### src/rtl/tinyriscv_pkg.sv
// Shared bus widths, gpio_seq register offsets and sequencer state encoding.
package tinyriscv_pkg;

  localparam int MemBus  = 32;
  localparam int InstBus = 32;

  localparam logic [5:0] REG_CTRL = 6'h00;
  localparam logic [5:0] REG_STAT = 6'h04;
  localparam logic [5:0] REG_DIV  = 6'h08;
  localparam logic [5:0] REG_PAT0 = 6'h10;
  localparam logic [5:0] REG_PAT7 = 6'h2C;

  typedef enum logic [1:0] {
    ST_IDLE = 2'd0,
    ST_LOAD = 2'd1,
    ST_WAIT = 2'd2
  } seq_state_e;

  function automatic logic is_pat(input logic [5:0] off);
    return (off >= REG_PAT0) && (off <= REG_PAT7) && (off[1:0] == 2'b00);
  endfunction

  function automatic logic [2:0] pat_sel(input logic [5:0] off);
    logic [5:0] rel;
    rel = off - REG_PAT0;
    return rel[4:2];
  endfunction

endpackage

### src/rtl/gpio_seq.sv
// GPIO pattern sequencer: plays PAT[0..LEN-1] into the GPIO data register at a
// programmable interval, sharing the GPIO slave port with the CPU (CPU first).
module gpio_seq
  import tinyriscv_pkg::*;
#(
  parameter logic [InstBus-1:0] GPIO_DATA_ADDR = 32'h4
) (
  input  logic               clk_i,
  input  logic               rst_ni,
  input  logic               we_i,
  input  logic [InstBus-1:0] addr_i,
  input  logic [MemBus-1:0]  data_i,
  output logic [MemBus-1:0]  data_o,
  input  logic               cpu_gpio_we_i,
  input  logic [InstBus-1:0] cpu_gpio_addr_i,
  input  logic [MemBus-1:0]  cpu_gpio_data_i,
  output logic               gpio_we_o,
  output logic [InstBus-1:0] gpio_addr_o,
  output logic [MemBus-1:0]  gpio_data_o,
  output logic               busy_o,
  output logic               done_o
);

  seq_state_e        state, state_nxt;
  logic [2:0]        idx, idx_nxt;
  logic [MemBus-1:0] cnt, cnt_nxt;
  logic              done, done_nxt;
  logic              loop;
  logic [2:0]        len;
  logic [MemBus-1:0] div;
  logic [MemBus-1:0] pat [8];

  logic [5:0]        offset;
  logic              ctrl_wr, stop_wr, start_wr, grant, last;
  logic              unused_addr;

  assign offset      = addr_i[5:0];
  assign unused_addr = ^addr_i[InstBus-1:6];
  assign ctrl_wr     = we_i && (offset == REG_CTRL);
  // stop wins over a simultaneous start
  assign stop_wr     = ctrl_wr && data_i[2];
  assign start_wr    = ctrl_wr && data_i[0] && !data_i[2];
  assign grant       = !cpu_gpio_we_i;
  assign last        = (idx == len);

  always_ff @(posedge clk_i) begin
    if (!rst_ni) begin
      loop <= 1'b0;
      len  <= 3'd0;
      div  <= '0;
      for (int i = 0; i < 8; i++) begin
        pat[i] <= '0;
      end
    end else if (we_i) begin
      case (offset)
        REG_CTRL: begin
          loop <= data_i[1];
          len  <= data_i[6:4];
        end
        REG_DIV: div <= data_i;
        default: begin
          if (is_pat(offset)) begin
            pat[pat_sel(offset)] <= data_i;
          end
        end
      endcase
    end
  end

  always_ff @(posedge clk_i) begin
    if (!rst_ni) begin
      state <= ST_IDLE;
      idx   <= 3'd0;
      cnt   <= '0;
      done  <= 1'b0;
    end else begin
      state <= state_nxt;
      idx   <= idx_nxt;
      cnt   <= cnt_nxt;
      done  <= done_nxt;
    end
  end

  always_comb begin
    state_nxt = state;
    idx_nxt   = idx;
    cnt_nxt   = cnt;
    done_nxt  = done;
    if (stop_wr) begin
      state_nxt = ST_IDLE;
    end else begin
      case (state)
        ST_IDLE: begin
          if (start_wr) begin
            state_nxt = ST_LOAD;
            idx_nxt   = 3'd0;
            done_nxt  = 1'b0;
          end else begin
            state_nxt = ST_IDLE;
          end
        end
        ST_LOAD: begin
          if (!grant) begin
            state_nxt = ST_LOAD;
          end else if (last && !loop) begin
            // final write of a one-shot run: no trailing interval
            state_nxt = ST_IDLE;
            done_nxt  = 1'b1;
          end else begin
            idx_nxt = last ? 3'd0 : idx + 3'd1;
            if (div == '0) begin
              state_nxt = ST_LOAD;
            end else begin
              cnt_nxt   = div - MemBus'(1);
              state_nxt = ST_WAIT;
            end
          end
        end
        ST_WAIT: begin
          if (cnt == '0) begin
            state_nxt = ST_LOAD;
          end else begin
            cnt_nxt = cnt - MemBus'(1);
          end
        end
        default: state_nxt = ST_IDLE;
      endcase
    end
  end

  always_comb begin
    data_o = '0;
    if (!rst_ni) begin
      data_o = '0;
    end else begin
      case (offset)
        REG_CTRL: begin
          data_o[1]   = loop;
          data_o[6:4] = len;
        end
        REG_STAT: begin
          data_o[0]   = busy_o;
          data_o[1]   = done;
          data_o[6:4] = idx;
        end
        REG_DIV: data_o = div;
        default: begin
          if (is_pat(offset)) begin
            data_o = pat[pat_sel(offset)];
          end else begin
            data_o = '0;
          end
        end
      endcase
    end
  end

  // GPIO port arbiter: CPU has fixed priority, reads pass through when idle
  always_comb begin
    gpio_we_o   = 1'b0;
    gpio_addr_o = cpu_gpio_addr_i;
    gpio_data_o = cpu_gpio_data_i;
    if (cpu_gpio_we_i) begin
      gpio_we_o = 1'b1;
    end else if (state == ST_LOAD) begin
      gpio_we_o   = 1'b1;
      gpio_addr_o = GPIO_DATA_ADDR;
      gpio_data_o = pat[idx];
    end else begin
      gpio_we_o = 1'b0;
    end
  end

  assign busy_o = (state != ST_IDLE);
  assign done_o = done;

endmodule

### config.mk
export PLATFORM = sky130hd
export DESIGN_NAME = gpio_seq
export DESIGN_NICKNAME = d
export VERILOG_FILES = /design/src/rtl/tinyriscv_pkg.sv /design/src/rtl/gpio_seq.sv
export SDC_FILE = /design/constraint.sdc
export NUM_CORES = 1
export LEC_CHECK = 0
export ABC_AREA = 1
export CAP_MARGIN = 15
export CELL_PAD_IN_SITES_DETAIL_PLACEMENT = 1
export CELL_PAD_IN_SITES_GLOBAL_PLACEMENT = 2
export CORE_UTILIZATION = 30
export DETAILED_ROUTE_END_ITERATION = 8
export PLACE_DENSITY_LB_ADDON = 0.1
export SYNTH_ARGS = -nofsm -noshare
export SYNTH_HDL_FRONTEND = slang
export SYNTH_SLANG_ARGS = --single-unit
### constraint.sdc
create_clock -name clk_i -period 4.69 [get_ports clk_i]
set_input_delay 0.7035 -clock clk_i [delete_from_list [all_inputs] [get_ports clk_i]]
set_output_delay 0.7035 -clock clk_i [all_outputs]
set_load 0.03 [all_outputs]
After elaboration in Yosys (flattened, before gate mapping)
Memory sizes are Yosys's and may differ from the RTL's. A register that Yosys moved wholly into a read port is not among the register bits.
Index checks and enable logic that the tools add are counted.
{ "classes": {"magnitude_cmp": 2, "n_eq_ne": 12, "n_reduce_logical": 26, "shifts": 0, "n_mul": 0, "addsub": 4, "n_bitwise": 2, "muxes": 44, "div_mod_pow": 0} }
{ "ops": {"columns": ["operator", "count"], "rows": [
  ["$mux W32", 11],
  ["$logic_not A32 Y1", 2],
  ["$pmux W32 S2", 1],
  ["$sub A32 B1 Y32 const B", 2],
  ["$pmux W25 S2", 1],
  ["$reduce_or A32 Y1", 1],
  ["$mux W3", 7],
  ["$ne A2 B2 Y1 const B", 7],
  ["$mux W1", 13],
  ["$reduce_and A5 Y1", 2],
  ["$pmux W3 S3", 1],
  ["$mux W2", 4],
  ["$logic_and A1 B1 Y1", 7],
  ["$eq A6 B3 Y1 const B", 1],
  ["$eq A6 B4 Y1 const B", 1],
  ["$ge A6 B5 Y1 const B", 1],
  ["$le A6 B6 Y1 const B", 1],
  ["$logic_not A6 Y1", 1],
  ["$pmux W1 S3", 2],
  ["$pmux W2 S3", 1],
  ["$pmux W3 S2", 1],
  ["$reduce_and A6 Y1", 1],
  ["$reduce_bool A2 Y1", 3],
  ["$reduce_or A2 Y1", 3],
  ["other kinds (11)", 15]
]} }
{ "totals": {"mem_count": 1, "word_cells": 98, "regBits": 74, "mem_bits_ro": 0, "latch_bits": 0, "ram_bits": 256} }
{ "mem_list": {"columns": ["name", "depth", "width", "rd", "rd_ports_with_merged_regs", "write_ports", "line_no", "text"], "rows": [
  ["pat", 8, 32, 2, 1, 8, "gpio_seq.sv:31", "logic [MemBus-1:0] pat [8];"]
]} }

Longest topological paths before layout
{ "logic_depth": {"depth_word": 10, "mapped_depth": 16, "ltp_nobuf": 14} }

Worst setup path after synthesis
OpenSTA, ideal clock, no wires.
{ "synth_timing": {"path_kind": "input to output", "start": "in addr_i[2]", "end": "out data_o[26]", "slack_ps": 1692, "stages": 6, "arrival_ps": 2295, "cell_sequence": "buf_2 > nand2_1 > clkbuf_1 > o21ai_0 > o21a_1 > o32ai_1"} }
{ "synth_between": {"elab_chain_cells": 6} }
{ "synth_rtl": {"columns": ["item", "line_no", "text"], "rows": [
  ["start: declaration", "gpio_seq.sv:11", "input logic [InstBus-1:0] addr_i,"],
  ["branches (longest 4 deep; another with $mem_v2 Z8 W32)", null, null],
  ["$pmux W25 S2 *", "gpio_seq.sv:136", "case (offset)"],
  ["$mux W32 *", "gpio_seq.sv:133", "if (!rst_ni) begin"],
  ["end: declaration", "gpio_seq.sv:13", "output logic [MemBus-1:0] data_o,"]
]} }
Every way passes the cells marked *.

Worst setup path in the final report
{ "layout_timing": {"start": "reg state[0]", "end": "out gpio_addr_o[0]"} }
{ "layout_between": {"elab_chain_cells": 3} }
{ "layout_rtl": {"columns": ["item", "line_no", "text"], "rows": [
  ["start: declaration", "gpio_seq.sv:24", "seq_state_e state, state_nxt;"],
  ["start signal: assignment", "gpio_seq.sv:77", "state <= state_nxt;"],
  ["$eq A2 B1 Y1", "gpio_seq.sv:165", "end else if (state == ST_LOAD) begin"],
  ["$mux W32", "gpio_seq.sv:165", null],
  ["$mux W32", "gpio_seq.sv:163", "if (cpu_gpio_we_i) begin"],
  ["end: declaration", "gpio_seq.sv:18", "output logic [InstBus-1:0] gpio_addr_o,"]
]} }
Every way passes these cells.

==> results_dict.tcl <==
set metrics [dict create \
    hpwl_um 52700 \
    post-cts-setup-buffers 0 \
    yosysUniqueCellTypes 44 \
    dieArea_sq_mm 0.0652 \
    antenna_found_initial 1 \
    yosys.area_share.simple_pct 26.0 \
    cp.required_ns 3.99 \
    num_io_pins 231 \
    overflow 0 \
    whs_ns 0.496 \
    fmax_mhz 243 \
    grt_setup_unrepaired "no" \
    synth_compound_area_share_pct 14.1 \
    worstMarginPinSlew_ns 1.02 \
    r2r_cells 13 \
    reg2reg_from "state[0]" \
    grt_pass1_wl_um 122000 \
    switching_share_pct 26.8 \
    fp.dieH_um 255 \
    criticalPathCategory "register to output port" \
    postRouteAntennaNets 0 \
    synth_xor_area_share_pct 0.455 \
    grt_max_degree 76 \
    timing.rr.end "cnt[26]" \
    seqPwrFrac_pct 45.8 \
    die_x_um 255 \
    nFillCells 7486 \
    cts_resized 0 \
    routed_wl_um 82200 \
    worstPathMaxFanout 57 \
    syn_nets 2616 \
    ir_drop_mv 0.263 \
    gp_congestion 0.826 \
    wl_per_cell_um 23.4 \
    nets 2773 \
    clockBufferDepth 3 \
    synthFlopType "edfxtp_1" \
    via_per_inst 5.21 \
    min_period_ns 4.11 \
    synth_area_per_cell_sq_um 7.76 \
    synth-adder-area-share_pct 0.130 \
    htree_levels 2 \
    final_common_cell "nand2_1" \
    crit_start "state[0]" \
    cellLeakagePower_nw 9.63 \
    syn-instance-count 2482 \
    cts.sinks 333 \
    start_util_pct 30.5 \
    clkPwrFrac_pct 42.2 \
    drc_errors 0 \
    antenna_cells 0 \
    ctsHoldBuffers 0 \
    endpoint "gpio_addr_o[0]" \
    hp-start "cnt[1]" \
    yosys_warnings 0 \
    area_delta_synth_final_pct 24.0 \
    seq_area_frac_synth_pct 47.9 \
    synth_edf_count 256 \
    crit_path_start_kind "register" \
    synth_top_family_by_area "simple AND/OR/NAND/NOR gates" \
    syn-cell-area_sq_mm 0.0192 \
    numCtsBuffers 42 \
    combPwrFrac_pct 12.0 \
    holdCritPathClass "register to register" \
    drive_gt1_share_pct 8.34 \
    vias 18300 \
    tritoncts "built" \
    insertion_delay_ns 0.59 \
    max-slew-margin-rel_pct 31.6 \
    fin_crit_sh_pct 87.6 \
    finalHoldViolCount 0 \
    tns_ns 0 \
    firstDrtPassIters 5 \
    portBuffers 204 \
    finalClockSkew_ns 0.0157 \
    ys_ff_latch 333 \
    async_flop_share_pct 0 \
    synth.mux.area_fraction_pct 3.33 \
    layout_common_cells "nand2_1 (570), nor2_1 (462), edfxtp_1 (256), inv_1 (190), clkdlybuf4s50_1 (170)" \
    core_area_sq_mm 0.0632 \
    rows 92 \
    cts-root-buf "clkbuf_16" \
    first_iter_violations 1205 \
    reg2reg_slack_ns 1.72 \
    grt_pass1_vias 19000 \
    endpoint_kind "output port" \
    cts.clk_slew.worst_paths_ns 0.06 \
    arrival_ns 3.41 \
    max-cap-violations 0 \
    p_switching_mw 1.96 \
    power_density_mw_per_mm2 307 \
    setup_viol 0 \
    grt_usage_pct 24.9 \
    drv_slew 0 \
    p_int_mw 5.37 \
    outcome "finished clean" \
]
## stage by stage
stage | util, % | std cells | total power, mW | instance area (sq um) | setup WS (ns)
2_1_floorplan | - | 2482 | 3.87 | 19200 | 1.69
3_3_place_gp | 35.8 | 3441 | 4.28 | 22600 | 0.867
3_5_place_dp | 35.8 | 3441 | 4.30 | 22600 | 0.871
4_1_cts | 37.8 | 3519 | 7.41 | 23900 | 0.520
5_1_grt | 37.8 | 3519 | 7.57 | 23900 | 0.381
6_report | 37.8 | 3519 | 7.33 | 23900 | 0.579
## metal layers
metal | GRT usage (%) | wire length (um) | vias up
met1 | 33.1 | 36900 | 9139
met5 | 0 | 0 | -
met3 | 2.92 | 4070 | 122
met4 | 8.82 | 2570 | 0
met2 | 41.6 | 38700 | 512
li1 | - | - | 8549
## synth_stat cells (5+ instances only)
master | instances | area share (%)
o221ai_1 | 11 | 0.50
o32ai_1 | 25 | 1.1
a21oi_1 | 123 | 3.2
nand2_2 | 16 | 0.52
clkbuf_1 | 103 | 2.0
buf_2 | 32 | 0.83
buf_1 | 18 | 0.35
dfxtp_1 | 77 | 8.0
a211oi_1 | 32 | 1.2
inv_1 | 193 | 3.8
xnor2_1 | 6 | 0.27
mux2i_1 | 64 | 3.3
nand2_1 | 578 | 11
inv_2 | 6 | 0.12
edfxtp_1 | 256 | 40
a31oi_1 | 5 | 0.16
o21a_1 | 25 | 0.97
nand4_1 | 6 | 0.20
o21ai_0 | 151 | 3.9
clkinv_1 | 33 | 0.64
nand3_1 | 133 | 3.5
nor2_1 | 463 | 9.0
nand3b_1 | 5 | 0.20
o21ai_1 | 8 | 0.21
o211ai_1 | 60 | 2.3
nor2_2 | 18 | 0.58
## sequential cells by signal, indices dropped and copies added, names as in the netlist, named ones only
signal and flops:
pat 256, done_o 1, state 2, div 32, loop 1, cnt 32, len 3, idx 3
## area by class of cell
type,count,area (sq um),area share (%)
inverter,233,878,3.68
tap,846,1060,4.43
sequential,333,9230,38.7
clock buffer,70,1210,5.06
clock inverter,8,53.8,0.225
multi-input combinational,1757,8500,35.6
timing repair buffer,272,2940,12.3
## critical path: stages, from the launching register on
cell and delay [ns]:
dfxtp_1 0.36, inv_4 0.34, nor2_4 0.12, inv_1 0.21, nor2_4 0.07, buf_4 0.20
inv_2 0.25, buf_12 0.25, nand2_1 0.14, inv_1 0.08, clkdlybuf4s50_1 0.67
## worst min path at each step
stage / to / cells after the start / slack (ns)
floorplan: cnt[1] / 2 / 0.46
global placement: cnt[1] / 2 / 0.47
detailed placement: cnt[1] / 2 / 0.48
CTS: cnt[1] / 2 / 0.49
global route: div[5] / 2 / 0.52
finish: cnt[1] / 2 / 0.50
## power by group through the flow
stage	clock network (mW)	logic (mW)	registers [mW]
2_1_floorplan	0	0.469	3.40
3_3_place_gp	0	0.873	3.41
3_5_place_dp	0	0.886	3.41
4_1_cts	3.16	0.890	3.35
5_1_grt	3.25	0.956	3.37
6_report	3.09	0.884	3.36
## cells by family after synthesis
kind of cell    after synthesis
compound gates              448
flops                       333
fa+ha+maj                     2
mux                          64
buf+inv                     392
simple gates               1233
xor+xnor                     10
(Power assumes the default switching activity.)
